## src/rtl/mod10_counter.sv

```systemverilog
// Modulo-10 BCD down-counter digit with clear, parallel load and
// borrow-out for cascading several digits.
module mod10_counter (
    input  logic       clock,
    input  logic       reset,
    input  logic       clearn,
    input  logic       loadn,
    input  logic       enable,
    input  logic [3:0] input_number,
    output logic [3:0] output_number,
    output logic       tc,
    output logic       zero
);

    logic [3:0] count_q;
    logic [3:0] count_d;
    logic [3:0] load_val;
    logic [3:0] dec_val;
    logic       is_zero;

    // Non-BCD load values saturate at 9 so the count never leaves 0..9.
    assign load_val = (input_number > 4'd9) ? 4'd9 : input_number;

    assign is_zero = (count_q == 4'd0);
    assign dec_val = is_zero ? 4'd9 : (count_q - 4'd1);

    always_comb begin
        count_d = count_q;
        if (!clearn) begin
            count_d = 4'd0;
        end else if (!loadn) begin
            count_d = load_val;
        end else if (enable) begin
            count_d = dec_val;
        end
    end

    always_ff @(posedge clock) begin
        if (reset) begin
            count_q <= 4'd0;
        end else begin
            count_q <= count_d;
        end
    end

    assign output_number = count_q;
    assign zero          = is_zero;
    // Borrow only when the next edge will actually wrap 0 -> 9.
    assign tc = is_zero & enable & ~reset & clearn & loadn;

endmodule

```

## config.mk

```make
export PLATFORM = sky130hd
export DESIGN_NAME = mod10_counter
export DESIGN_NICKNAME = d
export VERILOG_FILES = /design/src/rtl/mod10_counter.sv
export SDC_FILE = /design/constraint.sdc
export NUM_CORES = 1
export LEC_CHECK = 0
export ABC_AREA = 0
export BUFFER_PORTS_ARGS = -buffer_cell sky130_fd_sc_hd__buf_2
export CAP_MARGIN = 30
export CORE_AREA = 2 2 39 41
export DETAILED_ROUTE_END_ITERATION = 10
export DIE_AREA = 0 0 41 43
export PLACE_DENSITY = 0.47
export SYNTH_ARGS = -nofsm -noshare
export SYNTH_HDL_FRONTEND = slang
export SYNTH_SLANG_ARGS = --single-unit
```

## constraint.sdc

```tcl
create_clock -name clock -period 1 [get_ports clock]
set_clock_uncertainty 0.05 [all_clocks]
set_input_delay 0.05 -clock clock [delete_from_list [all_inputs] [get_ports clock]]
set_output_delay 0.05 -clock clock [all_outputs]
set_load 0.05 [all_outputs]
```

==> results.cfg <==
[drt]
wl_per_cell_um = 9.85
vias = 306
drc = 0
drt-initial-drc-count = 7
wirelength_um = 670
ant_nets = 0
vias_per_cell = 4.50
drt-pass1-iter-count = 2

[final_layout]
utilization_pct = 35.4
drive_gt1_share_pct = 61.5
area_delta_synth_final_pct = 96.5
multi_input_area_um2 = 189
mostFrequentLayoutCells = buf_2 (9), buf_4 (6), nor2b_1 (4), buf_8 (4)
register_area_um2 = 92.6
diodes = 0
stdcell_count = 68
largest_reg_flops = 4
fill_cells = 156
final_common_cell = buf_2
final_nets = 62

[clock_network]
cts_tree = built
htree_levels = 1
cts_root_buf = clkbuf_4
cts.sinks = 4
numCtsBuffers = 3
path_clk_slew_ns = 0.05
cts_buffer_depth = 2
worstSkewPairLatency_ns = 0.24

[sta]
timing.slew.headroom_pct = 80.8
post-route-min-period_ns = 1.34
worst_slack_ns = -0.343
finalSetupViolCount = 5
slew_violations = 0
clock.fmax_mhz = 745
tns_ns = -1.05
worst_slew_pin_slew_ns = 0.287
post-route-period-util_pct = 134
rsz0062_at_grt = true
final-hold-violation-count = 0

[pwr]
power_leakage_nw = 0.214
power_frac_clock_pct = 37.1
power_density_nw_per_um2 = 1210
switching_share_pct = 30.7
seq_power_share_pct = 29.9
finalPower_mw = 0.592
comb_power_share_pct = 33.0
intPower_mw = 0.410
p_switching_mw = 0.182
vdd_ir_drop_max_v = 0.000499

[logic_synthesis]
synth_area_per_cell_um2 = 8.59
yosysTopAreaCell = dfxtp_1
syn_nets = 38
yosys_register_bits = 4
yosysWarnings = 0
yosys.area.top_type_share_pct = 32.2
synth.distinct_cells = 20
synthCells = 29
yosysSeqAreaShare_pct = 32.2
synthTopCellsByArea = dfxtp_1 (32%), nor2b_1 (10%), o21ai_0 (6.0%)
syn_area_um2 = 249

[worst_hold_path]
worst_hold_path_type = in2reg
hold_depth = 2
hold_path_startpoint = input_number[0]
worstHoldEndpoint = output_number[0]

[global_route]
grt_pass1_vias = 262
grt_max_degree = 10
grtUsageTotal_pct = 9.33
antenna_found_initial = 0
grt_pass1_wl_um = 1070
overflow = 0

[critical_path]
reg2regPathDepth = 3
end_kind = output pin
critPathLaunchType = register
rrSetupSlack_ns = -0.16
r2r-end = output_number[3]
arrival_ns = 1.24
crit_fanout = 3
r2r-start = output_number[0]
worstPathRequired_ns = 0.90
critPathKind = reg2out

[die]
io-pin-count = 15
dieArea_um2 = 1760
core_area_um2 = 1380
start_util_pct = 18.0
rows = 14
die_h_um = 43
die_x_um = 41

[outcome]
violations = negative setup slack
status = finished, violations left

[placed_design]
dp.final_hpwl_um = 557
placedCellCount = 64
dp_slack_ns = -0.213
port-buffer-count = 14
gp_congestion = 0.673

[flow_run]
maxCapViolations = 0
cells in the mapped netlist, drive strengths merged:
master	number
nor3b	1
nor2	1
nand2	1
nand2b	1
dfxtp	4
o21ai	3
nor2b	4
clkbuf	1
a31oi	2
o31ai	1
o311a	1
or3	1
a21oi	1
nor4	1
nand3	1
mux2i	1
and4	1
o21a	1
or4	1
or2b	1
routing by layer:
layer  up-vias  routed length [µm]  share of wire, %  global-route usage, %
met1       135                 322                48                   12.5
li1        157                   -                 -                      -
met4         0                   8               1.2                   6.00
met3         2                  45               6.7                   4.71
met2        12                 294                44                   11.3
met5         -                   0                 0                      0
area by class of cell:
type	count	area share (%)
well taps	16	4.09
clock buffers	4	5.37
flip-flops and latches	4	18.9
multi-input cells	24	38.6
repair buffers	20	33.0
how the worst max path moves through the flow:
| stage | to | startpoint | slack (ns) |
|---|---|---|---|
| 3_3_place_gp | tc | output_number[0] | -0.20 |
| 5_1_grt | tc | output_number[3] | -0.41 |
| 2_1_floorplan | tc | output_number[0] | -0.68 |
| 6_report | tc | output_number[3] | -0.34 |
| 3_5_place_dp | tc | output_number[0] | -0.21 |
| 4_1_cts | tc | output_number[1] | -0.36 |
power by group through the flow:
| stage | combinational (mW) | sequential [mW] | clock [mW] |
|---|---|---|---|
| 6_report | 0.196 | 0.177 | 0.220 |
| 5_1_grt | 0.209 | 0.178 | 0.244 |
| 4_1_cts | 0.193 | 0.177 | 0.230 |
| 3_5_place_dp | 0.167 | 0.180 | 0 |
| 3_3_place_gp | 0.167 | 0.180 | 0 |
| 2_1_floorplan | 0.0755 | 0.208 | 0 |
cell families after synthesis:
family                 share of synthesized area [%]
AND/OR/NAND/NOR                                 39.2
flip-flops                                      32.2
buffers and inverters                           1.51
AO/OA/AOI/OAI                                   23.1
multiplexers                                    4.02
critical path, stage by stage, from the launching register on:
cell and delay, ns:
dfxtp_4 0.35, nor4_4 0.26, and4_4 0.26, buf_8 0.14
per-stage QoR:
step / hold slack, ns / area (µm²)
2_1_floorplan: 0.168 / 278
3_3_place_gp: 0.268 / 409
3_5_place_dp: 0.272 / 409
4_1_cts: 0.0246 / 480
5_1_grt: 0.0217 / 489
6_report: 0.0244 / 489
timing repair:
item,4_1_cts,5_1_grt
pin swaps,4,1
gates resized for setup,14,2
hold buffers,0,0
buffers inserted,0,0
endpoints found under the setup margin,9,8
Power figures use the tool's default switching activity.
